## src/rtl/mult_share_ctrl.sv

```systemverilog
// Round-robin scheduler sharing one unsigned P x K multiplier among N requesters.
// Define MULT_SEQ_EN to replace the single-cycle multiply with a K-cycle shift-add sequence.
module mult_share_ctrl #(
    parameter int P    = 8,
    parameter int K    = 8,
    parameter int N    = 4,
    parameter int ID_W = 2
) (
    input  logic              clk,
    input  logic              rst,
    input  logic [N-1:0]      req,
    input  logic [N*P-1:0]    a_in,
    input  logic [N*K-1:0]    b_in,
    output logic [N-1:0]      gnt,
    output logic              busy,
    output logic              done,
    output logic [ID_W-1:0]   done_id,
    output logic [P+K-1:0]    result
);
    localparam int RW = P + K;

    typedef enum logic [1:0] {IDLE, CALC, DONE} state_t;

    state_t            state, state_nx;
    logic [ID_W-1:0]   ptr, ptr_nx, win, id_cap;
    logic [P-1:0]      a_cap, a_sel;
    logic [K-1:0]      b_cap, b_sel;
    logic [2*N-1:0]    rr;
    logic              any_req, grant_en, calc_end;
    logic [RW-1:0]     prod;
    int                tmp;

    assign any_req  = |req;
    assign grant_en = ((state == IDLE) || (state == DONE)) && any_req;
    assign busy     = (state != IDLE);

`ifdef MULT_SEQ_EN
    localparam int CW = (K > 1) ? $clog2(K) : 1;
    logic [CW-1:0] cnt;
    logic [RW-1:0] acc, term;

    assign term     = b_cap[cnt] ? (RW'(a_cap) << cnt) : '0;
    assign prod     = acc + term;
    assign calc_end = (state == CALC) && (cnt == CW'(K - 1));
`else
    assign prod     = RW'(a_cap) * RW'(b_cap);
    assign calc_end = (state == CALC);
`endif

    // Rotate requests so bit 0 is the pointer position, then take the lowest set bit.
    always_comb begin
        rr   = {req, req} >> ptr;
        win  = '0;
        tmp  = 0;
        for (int i = N - 1; i >= 0; i--) begin
            if (rr[i]) begin
                tmp = int'(ptr) + i;
                if (tmp >= N) tmp = tmp - N;
                win = ID_W'(tmp);
            end
        end
        ptr_nx = (int'(win) == N - 1) ? '0 : win + 1'b1;
    end

    always_comb begin
        a_sel = '0;
        b_sel = '0;
        for (int i = 0; i < N; i++) begin
            if (win == ID_W'(i)) begin
                a_sel = a_in[i*P +: P];
                b_sel = b_in[i*K +: K];
            end
        end
    end

    always_ff @(posedge clk) begin
        if (rst) state <= IDLE;
        else     state <= state_nx;
    end

    always_comb begin
        state_nx = state;
        case (state)
            IDLE:    if (any_req) state_nx = CALC;
            CALC:    if (calc_end) state_nx = DONE;
            DONE:    state_nx = any_req ? CALC : IDLE;
            default: state_nx = IDLE;
        endcase
    end

    always_ff @(posedge clk) begin
        if (rst) begin
            gnt     <= '0;
            done    <= 1'b0;
            done_id <= '0;
            result  <= '0;
            ptr     <= '0;
            a_cap   <= '0;
            b_cap   <= '0;
            id_cap  <= '0;
        end else begin
            gnt  <= '0;
            done <= 1'b0;
            if (grant_en) begin
                gnt    <= N'(1) << win;
                a_cap  <= a_sel;
                b_cap  <= b_sel;
                id_cap <= win;
                ptr    <= ptr_nx;
            end
            if (calc_end) begin
                result  <= prod;
                done    <= 1'b1;
                done_id <= id_cap;
            end
        end
    end

`ifdef MULT_SEQ_EN
    always_ff @(posedge clk) begin
        if (rst) begin
            acc <= '0;
            cnt <= '0;
        end else if (grant_en) begin
            acc <= '0;
            cnt <= '0;
        end else if (state == CALC) begin
            acc <= prod;
            cnt <= cnt + 1'b1;
        end
    end
`endif

endmodule

```

## config.mk

```make
export PLATFORM = sky130hd
export DESIGN_NAME = mult_share_ctrl
export DESIGN_NICKNAME = d
export VERILOG_FILES = /design/src/rtl/mult_share_ctrl.sv
export SDC_FILE = /design/constraint.sdc
export NUM_CORES = 1
export LEC_CHECK = 0
export CORE_ASPECT_RATIO = 0.7
export CORE_MARGIN = 2
export CORE_UTILIZATION = 28
export DETAILED_ROUTE_END_ITERATION = 8
export PLACE_DENSITY_LB_ADDON = 0.25
export SYNTH_ARGS = -nofsm -noshare
export SYNTH_HDL_FRONTEND = slang
export SYNTH_SLANG_ARGS = --single-unit
```

## constraint.sdc

```tcl
create_clock -name clk -period 7 [get_ports clk]
set_clock_uncertainty 0.1 [all_clocks]
set_input_delay 1.4 -clock clk [delete_from_list [all_inputs] [get_ports clk]]
set_output_delay 1.4 -clock clk [all_outputs]
set_load 0.02 [all_outputs]
```

== Word-level counts from Yosys, hierarchy flattened ==
Cells that the tools add are included.
Operators by class
  add/subtract/negate cells: 8
  multipliers: 1
  $lt $le $gt $ge: 4
  equality and inequality tests: 7
  shift-type cells: 2
  muxes and demuxes: 21
  bitwise logic cells: 1
  reduce and logical (&&, ||, !) cells: 7
Operator list (number)
  two-way mux 8 bit: 8
  two-way mux 2 bit: 10
  multiplier 8 x 8 -> 16 bit: 1
  >= comparator 3 bit (second input constant): 3
  >> shifter 8 x 2 -> 4 bit: 1
  subtractor 2 x 1 -> 2 bit (second input constant): 4
  adder 2 x 2 -> 3 bit (second input constant): 2
  == test 2 x 1 -> 1 bit (second input constant): 3
  == test 2 bit (second input constant): 3
  one-hot mux 2 bit (3 select lines): 1
  zero test 2 bit: 2
  OR reduction 4 bit: 1
  left shift 1 x 2 -> 4 bit (first input constant): 1
  adder 2 x 1 -> 3 bit (second input constant): 1
  >= comparator 2 x 3 -> 1 bit (second input constant): 1
  adder 2 x 1 -> 2 bit (second input constant): 1
  two-way mux 1 bit: 2
  != test 2 bit (second input constant): 1
  nonzero test 2 bit: 1
  OR reduction 2 bit: 1
  logical AND 1 bit: 1
  logical OR 1 bit: 1
  inverter 1 bit: 1
Storage, ports and cells
  register bits after elaboration: 45
  output and inout bits: 24

== Depth between registers and ports, before layout ==
Gate-level depths: netlist of run 1.
  depth after elaboration: 12
  depth in mapped cells: 16

== Least setup slack after synthesis of run 1 ==
No wires, ideal clock.
  kind: reg-to-reg
  start point: register a_cap[4]
  end point: register result[15]
  arrival time: 3933 ps
  data required time: 6773 ps
  slack: 2840 ps
  cell stages (with the launch flop): 15
  path buffers: 1
  path through: dfxtp_1 -> clkbuf_1 -> and2_1 -> fa_1 -> fa_1 -> fa_1 -> inv_1 -> fa_1 -> inv_1 -> ha_1 -> nand2_1 -> a211oi_2 -> o21ai_1 -> o21ai_0 -> or3b_1
Between the ends
  cells in the longest elaborated chain, start to end: 1
Ends and longest elaborated chain
  from (decl): line 26  | logic [P-1:0] a_cap, a_sel;
  from (signal assigned): line 106  | a_cap <= a_sel;
  multiplier 8 x 8 -> 16 bit: line 46  | assign prod = RW'(a_cap) * RW'(b_cap);
  to (signal assigned): line 112  | result <= prod;
  to (decl): line 18  | output logic [P+K-1:0] result
Every way passes these cells.
A chain may end at the register's enable or synchronous reset.

== Worst setup path after layout of run 1 ==
  start point: register a_cap[0]
  end point: register result[15]
The elaborated chain is that of the path after synthesis.

==> reports/metrics.cfg, run 1 <==
[finish]
n_antenna_cell=0
final_common_cell=clkdlybuf4s50_1
layout_common_cells=clkdlybuf4s50_1, inv_1, nand2_1, and2_1, dfxtp_1
fin_area_sq_um=5440
drive_above_1_share_pct=3.43
syn_to_final_growth_pct=29.4
fin_nets=728
utilization_pct=37.1

[drt]
drc=0
drt-pass1-iter-count=4
wl_per_cell_um=13.2
vias_per_cell=4.63
detail-route-antenna-nets=0
drtIter0Drc=96
vias=3605
routed_wl_um=10300

[grt]
grt_usage_pct=13.6
grt_pass1_wl_um=17700
grt_antenna_before_repair=0
grt_pass1_vias=3658
grt_max_degree=42
grt-ovfl-total=0

[timing]
drv_slew=0
fmax_ghz=0.221
maxSlewHeadroom_pct=32.2
hold_viol=0
setup_violations=0
worst_pin_slew_ns=1.02
rsz0062_at_grt=no
post-route-min-period_ns=4.52
finalSetupTns_ns=0
final.period_utilization_pct=64.6

[power]
comb_power_share_pct=42.8
p_sw_share_pct=37.7
power_switching_mw=0.379
p_int_mw=0.627
pwr-share-clk_pct=24.5
power_density_nw_per_um2=185
p_leak_nw=2.36
power_frac_seq_pct=32.7
peakVddDrop_mv=0.0708

[synth]
avgSynthCellArea_sq_um=8.36
postSynth.asyncResetShare_pct=0
synth_top_family_by_area=adder cells
ys.flop_type=dfxtp_1
synth_edf_count=0
synth_cell_type_count=53
netlist_instances=503
ys_seq_area_share_pct=21.4
synthAdderAreaFrac_pct=29.0
synth-xor-area-share_pct=1.25
yosys.area_share.simple_pct=26.5
yosys_warnings=0
synth_compound_area_share_pct=13.2
syn-cell-area_sq_um=4210
yosys-mux-area-fraction_pct=0.714
ys_seq_elements=45
syn_nets=649

[run_status]
status=completed

[floorplanning]
dieArea_sq_um=16000
initial_utilization_pct=28.7
ios=94
core_area_sq_um=14700
dieHeight_um=107
rows=37
die_x_um=150

[setup_path]
worstSetupStartpointType=register
r2r_setup_slack_ns=2.48
path_max_fanout=9
cp.arrival_ns=4.59
worst_r2r_path_depth=14
required_ns=7.07
r2r-start=a_cap[0]$_SDFFE_PP0P_
worst_setup_path_end_kind=register
r2r_end=result[15]$_SDFFE_PP0P_
path_class=reg2reg

[place]
port_buffers=93
place_congestion=0.827
placed_area_sq_um=5280
place_hpwl_um=8540

[clock_tree]
numCtsBuffers=5
clk_pin_slew_worst_paths_ns=0.07
clockRootBuffer=clkbuf_16
clock_latency_ns=0.29
ctsHoldBuffers=0
cts_sinks=45
cts_resized=0
cts.htree.levels=2
cts_tree=done
post_cts_buffers=0
clk_path_buf_depth=2

[hold_path]
hp-start=result[14]$_SDFFE_PP0P_
min_to=result[14]$_SDFFE_PP0P_
holdPathStages=2
hold_class=reg2reg

[job]
cap_violations=0

==> worst max path at each step <==
stage / slack (ns) / cells past startpoint / start / endpoint
after floorplan: 2.84 / 14 / a_cap[4]$_SDFFE_PP0P_ / result[15]$_SDFFE_PP0P_
after global placement: 2.49 / 14 / a_cap[0]$_SDFFE_PP0P_ / result[15]$_SDFFE_PP0P_
after detailed placement: 2.46 / 14 / a_cap[0]$_SDFFE_PP0P_ / result[15]$_SDFFE_PP0P_
after CTS: 2.44 / 14 / a_cap[0]$_SDFFE_PP0P_ / result[15]$_SDFFE_PP0P_
after global routing: 2.16 / 14 / a_cap[0]$_SDFFE_PP0P_ / result[15]$_SDFFE_PP0P_
final: 2.48 / 14 / a_cap[0]$_SDFFE_PP0P_ / result[15]$_SDFFE_PP0P_
==> sequential cells by signal (all words and copies together), names as in the netlist <==
register  count
id_cap        2
state         2
result       16
b_cap         8
gnt           4
a_cap         8
done          1
ptr           2
done_id       2
==> power groups by stage <==
stage / registers (mW) / clock network (mW) / logic (mW)
after global routing: 0.336 / 0.266 / 0.495
after CTS: 0.330 / 0.256 / 0.434
after floorplan: 0.329 / 0 / 0.295
after global placement: 0.335 / 0 / 0.427
final: 0.329 / 0.246 / 0.431
after detailed placement: 0.336 / 0 / 0.432
==> cells in the mapped netlist, types with 2 or more instances <==
library cell / n / area share (%)
mux2i_1: 3 / 0.71
nand3_1: 7 / 0.83
buf_2: 5 / 0.59
and2_1: 46 / 6.8
a211oi_1: 19 / 3.4
o21ai_0: 7 / 0.83
or2_2: 2 / 0.30
nor3_1: 31 / 3.7
dfxtp_1: 45 / 21
clkbuf_1: 15 / 1.3
fa_1: 36 / 17
inv_1: 56 / 5.0
o211ai_1: 2 / 0.36
xor2_1: 5 / 1.0
a221oi_1: 15 / 3.1
nand2_1: 54 / 4.8
nor2_1: 28 / 2.5
ha_1: 40 / 12
a21oi_1: 29 / 3.5
nor2b_1: 16 / 2.4
nand3b_1: 4 / 0.71
nor4_1: 3 / 0.45
nor3b_1: 4 / 0.71
nand2b_1: 2 / 0.30
==> metal layers <==
metal	GRT usage, %	share of wire, %
met1	20.3	54
met4	1.82	0.47
met5	0	0
met2	19.8	39
met3	3.82	7.1
==> layout make-up <==
type / count / area (sq um)
Clock buffer: 6 / 139
Timing Repair Buffer: 95 / 946
Clock inverter: 2 / 17.5
Inverter: 57 / 216
Tap cell: 195 / 244
Fill cell: 1494 / 9240
Multi-Input combinational cell: 378 / 2980
Sequential cell: 45 / 901
==> metrics by stage <==
stage	power [mW]	setup WS, ns	std cells	hold slack [ns]
6_report	1.01	2.48	778	0.349
5_1_grt	1.10	2.16	778	0.381
4_1_cts	1.02	2.44	778	0.356
3_5_place_dp	0.768	2.46	770	0.343
3_3_place_gp	0.762	2.49	770	0.342
2_1_floorplan	0.624	2.84	503	0.332
==> kinds of logic after synthesis <==
| logic type | after synthesis |
|---|---|
| AOI/OAI and AO/OA | 82 |
| xor gates and xnor gates | 6 |
| adders and majority gates | 76 |
| muxes | 3 |
| DFF | 45 |
| buffers and inverters | 80 |
| and+or+nand+nor | 211 |
==> critical path, cell delays in order (launching register included) <==
cell,delay (ns)
dfxtp_1,0.51
nand2_1,0.13
fa_1,0.53
fa_1,0.56
inv_1,0.06
fa_1,0.53
inv_1,0.05
fa_1,0.53
inv_1,0.05
ha_1,0.34
nand2_1,0.08
a211oi_2,0.23
o21ai_1,0.18
o21ai_0,0.17
or3b_1,0.34
Note: power is estimated with default switching activity, not from simulation.
==> inputs of run 2 (changes only) <==
Clock period 7 ns to 4.1 ns, I/O delays scaled along.
==> run 2 against run 1 <==
  * The run now ends with setup timing left
  * Die area is the same
  * Global-route usage grew 0.37 points
  * Clock-buffer cell count is the same
  * Largest cell class unchanged
  * Largest power group unchanged
==> reports/metrics.cfg, run 2 (synthesis results as in run 1) <==
[timing]
fmax_ghz=0.243
fin_ws_ns=-0.0107
post-route-min-period_ns=4.11
rsz0062_at_grt=yes
final.period_utilization_pct=100
hold_viol=0
setup_violations=1
worst_pin_slew_ns=0.997
maxSlewHeadroom_pct=33.5
drv_slew=0

[finish]
fillerInstances=1451
syn_to_final_growth_pct=44.3
fin_area_sq_um=6070
seqCellArea_sq_um=940
largest-register=result
layout_common_cells=clkdlybuf4s50_1, inv_1, buf_4, nand2_1, and2_1
utilization_pct=41.3
largest_reg_flops=16
top_regs=result x16, a_cap x8, b_cap x8
fin_nets=779
final_common_cell=clkdlybuf4s50_1
n_antenna_cell=0
multiInputGateArea_sq_um=3170
drive_above_1_share_pct=18.9

[run_status]
status=finished, violations left
violations=setup timing

[drt]
vias_per_cell=4.55
routed_wl_um=10900
vias=3774
drtIter0Drc=143
drt-pass1-iter-count=4
drc=0
detail-route-antenna-nets=0
wl_per_cell_um=13.2

[grt]
grt-ovfl-total=0
grt_usage_pct=14.0
grt_max_degree=38
grt_antenna_before_repair=0
grt_pass1_wl_um=18100
grt_pass1_vias=3811

[floorplanning]
dieArea_sq_um=16000
rows=37
ios=94
initial_utilization_pct=28.7
die_x_um=150
core_area_sq_um=14700
dieHeight_um=107

[clock_tree]
clk_path_buf_depth=2
numCtsBuffers=5
clockRootBuffer=clkbuf_16
cts_sinks=45
cts_tree=done
clock_latency_ns=0.30
clk_pin_slew_worst_paths_ns=0.07
cts.htree.levels=2

[hold_path]
holdPathStages=2
hold_class=reg2reg

[job]
cap_violations=0

[setup_path]
required_ns=4.18
cp.arrival_ns=4.19
path_cells=and2_4 > fa_1 > fa_1 > fa_1 > inv_2 > fa_1 > inv_2 > ha_4 > nand2_4 > a211oi_4 > o2111ai_2 > a21o_1 > a32o_1
path_class=reg2reg
worstSetupStartpointType=register
critPathMaxStageDelay_ns=0.58
worst_setup_path_end_kind=register
crit_buf_inv=2
worst_r2r_path_depth=13
crit_top_cell=fa_1
cpMaxStageDelayCell=fa_1
cp_top_family=adder cells
path_max_fanout=6
crit_cells=13

[power]
power_density_nw_per_um2=323
report.power.total_mw=1.96
peakVddDrop_mv=0.159
p_leak_nw=2.64

[place]
placed_area_sq_um=5650
pre_cts_ws_ns=-0.210
place_hpwl_um=9080
port_buffers=93
place_congestion=0.901

-- run 2: cell count changes in the layout (fill, tap and decap cells not counted), moves of 5 or more --
cell,change
ha_1,-7
buf_4,+49
nand2_1,-5
dfxtp_4,+9
a21oi_1,-5
dfxtp_1,-13
ha_4,+5
-- run 2: tightest hold or removal path, cell delays in order (launching register included) --
cell and delay (ns):
dfxtp_1 0.31, nand2_1 0.05, o21ai_1 0.05
-- run 2: where the power goes --
group          total (mW)  switching (mW)  internal (mW)
Clock               0.422           0.176          0.246
Sequential          0.542          0.0492          0.493
Combinational       0.993           0.501          0.491
-- run 2: layout make-up --
type                            instances  area share [%]
Clock buffer                            6            2.29
Inverter                               57            3.57
Timing Repair Buffer                  146            22.0
Multi-Input combinational cell        378            52.3
Tap cell                              195            4.02
Sequential cell                        45            15.5
Clock inverter                          2           0.289
-- run 2: final timing paths --
path / slack, ns / start / to
worst max-delay path: -0.01 / b_cap[3]$_SDFFE_PP0P_ / result[13]$_SDFFE_PP0P_
worst min-delay path: 0.35 / result[14]$_SDFFE_PP0P_ / result[14]$_SDFFE_PP0P_
worst max register to register: -0.01 / b_cap[3]$_SDFFE_PP0P_ / result[13]$_SDFFE_PP0P_
worst min register to register: 0.35 / result[14]$_SDFFE_PP0P_ / result[14]$_SDFFE_PP0P_
-- run 2: per-stage QoR --
step | hold WS (ns) | instances | setup TNS [ns]
after floorplan | 0.332 | 503 | 0
after detailed placement | 0.346 | 816 | -0.819
after CTS | 0.355 | 827 | -0.0314
final | 0.351 | 829 | -0.0107
after global routing | 0.370 | 829 | -0.344
after global placement | 0.341 | 816 | -0.546
-- run 2: timing repair --
item,CTS,global route
gates resized for setup,26,40
pin swaps,17,34
setup buffers,3,3
hold buffers,0,0
endpoints found under the setup margin,7,8
-- run 2: per-layer routing --
layer / up-vias / global-route usage (%) / part of all wire [%]
li1: 1955 / - / -
met1: 1709 / 20.2 / 52
met2: 101 / 21.6 / 42
met3: 9 / 3.09 / 5.4
met4: 0 / 2.22 / 0.80
met5: - / 0 / 0
==> patch 1, RTL diff (settings of run 2) <==
`P`: 8 -> 9.
--- a/src/rtl/mult_share_ctrl.sv
+++ b/src/rtl/mult_share_ctrl.sv
@@ -1,7 +1,7 @@
 // Round-robin scheduler sharing one unsigned P x K multiplier among N requesters.
 // Define MULT_SEQ_EN to replace the single-cycle multiply with a K-cycle shift-add sequence.
 module mult_share_ctrl #(
-    parameter int P    = 8,
+    parameter int P    = 9,
     parameter int K    = 8,
     parameter int N    = 4,
     parameter int ID_W = 2
Interface: changed (resized a_in and result); port bits go from 94 to 99. The function was not compared with the original's and may differ.
==> patch 1 against run 2 <==
The run still ends with negative setup slack left; power up 9.0%; die area is 8.7% higher; worst setup slack lost 110 ps; maximum frequency down 2.5%; sequential cell count increased by 2; design area rose by 8.6%; area after synthesis is 9.0% higher; global-route usage grew 1.6 points; core utilization fell by 0.55 points; routed wire length is 20% higher; largest power group unchanged; highest routed layer unchanged.
==> patch 1: results (changes against run 2) <==
| Metric | Value |
|---|---|
| Status | `complete, but fails checks (unchanged)` |
| Violated checks | `negative setup slack (unchanged)` |
| Hold path start | `result[0] (was result[14])` |
| WL final | `13.1 mm (was 10.9 mm)` |
| Switching pwr | `832 uW (was 727 uW)` |
| Via density | `4.71 (was 4.55)` |
| Largest net degree at the start of global routing | `35 (was 38)` |
| Sequential fraction of the synthesis area | `20.5% (was 21.4%)` |
| Worst Hold Slack | `358 ps (was 351 ps)` |
| Layout cell share with drive strength beyond 1 | `19.4% (was 18.9%)` |
| Worst-Margin Slew | `1030 ps (was 997 ps)` |
| Overall routing resource usage | `15.6% (was 14.0%)` |
| Crit path arrival time | `4320 ps (was 4190 ps)` |
| Hpwl dp | `9.99 mm (was 9.08 mm)` |
| Reg2reg start | `b_cap[4] (was b_cap[3])` |
| # setup viols final | `4 (was 1)` |
| GPL Wtd Cong | `0.830 (was 0.901)` |
| Nets | `843 (was 779)` |
| Layout fillers | `1634 (was 1451)` |
| IO buf count | `98 (was 93)` |
| Synth warn | `0 (unchanged)` |
| Reg-to-reg critical path endpoint | `result[15] (was result[13])` |
| Top post-synthesis cells by area | `dfxtp_1, fa_1, ha_1, and2_1, inv_1 (unchanged)` |
| Unique cell type count in the Yosys netlist | `48 (was 53)` |
| Syn_nets | `710 (was 649)` |
| Crit-path max cell delay | `540 ps (was 580 ps)` |
| Number of global-route vias before repair | `4570 (was 3811)` |
| Terminating pin of the worst hold path | `result[0] (was result[14])` |
| Worst Slack Setup Final | `-117 ps (was -10.7 ps)` |
| Total leakage power | `2.83 nW (was 2.64 nW)` |
| Top post-synthesis cells by count | `inv_1, and2_1, dfxtp_1 (was inv_1, nand2_1, and2_1)` |
| VDD IR-drop max | `213 uV (was 159 uV)` |
[patch 1: cell count changes after synthesis, moves of 3 or more]
cell,run 2,this run
and3_1,0,3
nand2_1,54,42
nor2_1,28,37
nor3_1,31,39
o21a_1,1,4
xor2_1,5,1
inv_1,56,64
and2_1,46,61
a21o_1,1,4
clkbuf_1,15,24
fa_1,36,42
[patch 1: metrics by stage]
step	cell area (um2)	instances	setup TNS (ps)	utilization, %
global route	6590	912	-1170	40.8
floorplan	4680	553	0	-
finish	6590	912	-249	40.8
CTS	6360	900	-191	39.4
detailed placement	6120	888	-839	37.9
global placement	6120	888	-509	37.9
[patch 1: area by class of cell]
| class | instances | area (um2) | area share [%] |
|---|---|---|---|
| clock buffers | 5 | 125 | 1.90 |
| clock inverters | 3 | 28.8 | 0.437 |
| inverters | 64 | 240 | 3.65 |
| multi-input cells | 415 | 3520 | 53.4 |
| flip-flops and latches | 47 | 985 | 14.9 |
| well taps | 225 | 282 | 4.27 |
| repair buffers | 153 | 1410 | 21.4 |
[patch 1: repair_timing]
| item | in CTS | in global routing |
|---|---|---|
| hold endpoints to repair | 0 | 0 |
| buffers inserted | 4 | 12 |
| gates resized for setup | 26 | 41 |
| setup endpoints to repair | 7 | 10 |
| pin swaps | 10 | 21 |
[patch 1: worst register-to-register path: stages, from the launching register on]
cell     delay, ps
dfxtp_4        380
and2_4         170
fa_1           550
inv_2           40
fa_1           460
fa_1           510
inv_2           40
fa_1           530
ha_4           230
a21oi_4        160
o21ai_2         70
and3_1         150
or4_1          480
a32o_1         260
[patch 1: how the worst max path moves through the flow]
stage                 end  slack (ps)
2_1_floorplan  result[15]          20
3_3_place_gp   result[15]        -180
3_5_place_dp   result[15]        -240
4_1_cts        result[15]        -150
5_1_grt        result[15]        -240
6_report       result[15]        -120
[patch 1: kinds of logic (layout without fill, tap and decap cells)]
| logic type | after synthesis | in the layout | synth area share [%] |
|---|---|---|---|
| AND/OR/NAND/NOR | 228 | 228 | 26.0 |
| adder cells (fa/ha/maj) | 83 | 83 | 29.5 |
| XOR/XNOR | 2 | 2 | 0.382 |
| buffers and inverters | 91 | 225 | 7.53 |
| multiplexers | 2 | 2 | 0.437 |
| flip-flops | 47 | 47 | 20.5 |
| AO/OA/AOI/OAI | 100 | 100 | 15.6 |
[patch 1: layer usage]
layer / part of all wire (%) / vias to the layer above / track usage (%)
met5: 0 / - / 0
met4: 0.86 / 0 / 2.94
met3: 3.1 / 12 / 2.31
met2: 45 / 60 / 25.4
met1: 51 / 2088 / 21.9
li1: - / 2137 / -
[patch 1: power by group through the flow]
stage                     sequential, mW  combinational (mW)  clock, mW
after global placement             0.593               0.975          0
after detailed placement           0.595               0.983          0
final                              0.591                1.09      0.448
after CTS                          0.587                1.03      0.459
after floorplan                    0.594               0.615          0
after global routing               0.599                1.23      0.477
==> patch 2, RTL diff (config.mk and constraints of run 2) <==
Made on the original files. Build with the macro `MULT_SEQ_EN` defined.
--- a/src/rtl/mult_share_ctrl.sv
+++ b/src/rtl/mult_share_ctrl.sv
@@ -1,5 +1,7 @@
 // Round-robin scheduler sharing one unsigned P x K multiplier among N requesters.
 // Define MULT_SEQ_EN to replace the single-cycle multiply with a K-cycle shift-add sequence.
+`define MULT_SEQ_EN
+
 module mult_share_ctrl #(
     parameter int P    = 8,
     parameter int K    = 8,
Formal check against the unedited RTL: not equivalent (a bounded check fails within 4 cycles, from zero or initial values and one cycle with rst high).
==> patch 2 against run 2 <==
Final cell count down 6.0%; hold slack better by 4.0 ps; design area down 13%; worst setup slack better by 650 ps; area after synthesis down 6.8%; sequential cell count up 19; routed wire length up 2.1%.
Power is not compared: it rests on default switching activity, and its combinational part moved more than twofold at a synthesized area within 25%.
==> patch 2: results (changes against run 2) <==
| Metric | Value |
|---|---|
| Status | `complete, no violations (was complete, but fails checks)` |
| CTS clk-pin slew, worst paths | `50 ps (was 70 ps)` |
| Overall routing resource usage | `15.4% (was 14.0%)` |
| Layout fillers | `1437 (was 1451)` |
| Layout cell share with drive strength beyond 1 | `6.79% (was 18.9%)` |
| DP Cell Count | `764 (was 816)` |
| WL met2 | `4.71 mm (was 4.60 mm)` |
| M1 WL | `5.80 mm (was 5.66 mm)` |
| Worst Hold Slack | `355 ps (was 351 ps)` |
| Post-CTS Setup Repair Bufs | `0 (was 3)` |
| Mapped Cells | `506 (was 503)` |
| Via density | `5.00 (was 4.55)` |
| Delay-heaviest family, CP | `simple AND/OR/NAND/NOR gates (was adder cells)` |
| WL final | `11.2 mm (was 10.9 mm)` |
| DR pass1 iterations | `5 (was 4)` |
| Top post-synthesis cells by area | `dfxtp_1, a21oi_1, ha_1, nand2_1, nor2_1 (was dfxtp_1, fa_1, ha_1, and2_1, inv_1)` |
| Number of global-route vias before repair | `3822 (was 3811)` |
| Crit-path max FO | `9 (was 6)` |
| Crit-path max cell delay | `550 ps (was 580 ps)` |
| 1st-iter DRT viols | `283 (was 143)` |
| Reg2reg setup slack | `640 ps (was -10 ps)` |
| Crit-path slowest cell | `dfxtp_1 (was fa_1)` |
| Sequential fraction of the synthesis area | `32.7% (was 21.4%)` |
| Worst-Margin Slew | `938 ps (was 997 ps)` |
| Hpwl dp | `8.24 mm (was 9.08 mm)` |
| Largest net degree at the start of global routing | `44 (was 38)` |
| Routed len/inst | `14.3 um (was 13.2 um)` |
==> patch 2: metal layers <==
layer | track usage, % | vias to the layer above
met5 | 0 | -
met3 | 3.50 | 13
met4 | 4.15 | 0
met2 | 24.4 | 78
met1 | 21.2 | 1812
li1 | - | 1989
==> patch 2: final cells by class <==
cell class	instances	share of cell area, %
Sequential cell	64	24.2
Clock inverter	4	0.849
Tap cell	190	4.48
Inverter	6	0.425
Multi-Input combinational cell	401	46.6
Timing Repair Buffer	103	19.0
Clock buffer	11	4.58
==> patch 2: final timing paths <==
kind,to,depth (start not counted),start
worst min register to register,result[4],2,result[4]
worst max-delay path,result[14],11,cnt[1]
worst max register to register,result[14],11,cnt[1]
worst min-delay path,result[4],2,result[4]
==> patch 2: power breakdown <==
part	total (mW)	internal, mW	leakage [nW]	switching (mW)
Clock	0.759	0.480	0.145	0.279
Sequential	0.687	0.659	0.521	0.0279
Combinational	0.421	0.202	1.37	0.219
Total	1.87	1.34	2.03	0.526
==> patch 2: cells by family (layout without fill, tap and decap cells) <==
group	count (synthesis)	count (layout)	synth area share [%]
and+or+nand+nor	209	209	24.6
AOI/OAI and AO/OA	144	144	24.1
DFF	64	64	32.7
buffers and inverters	41	124	4.31
adders and majority gates	22	22	7.22
muxes	15	15	4.57
xor gates and xnor gates	11	11	2.46
==> patch 2: through the flow <==
step / util, % / setup WS, ps / cell area, um2
final: 38.5 / 640 / 5310
after global routing: 38.5 / 378 / 5310
after CTS: 38.5 / 644 / 5310
after detailed placement: 36.4 / 385 / 5020
after global placement: 36.4 / 518 / 5020
after floorplan: - / 1000 / 3920
==> patch 2: worst register-to-register path: stages, from the launching register on <==
cell,delay (ps)
dfxtp_1,550
mux4_2,390
nand2_1,180
and2_1,290
a21oi_1,90
ha_1,350
a21o_1,240
a221oi_2,460
nor4_1,140
or3_1,350
nand3_1,120
a21oi_1,80
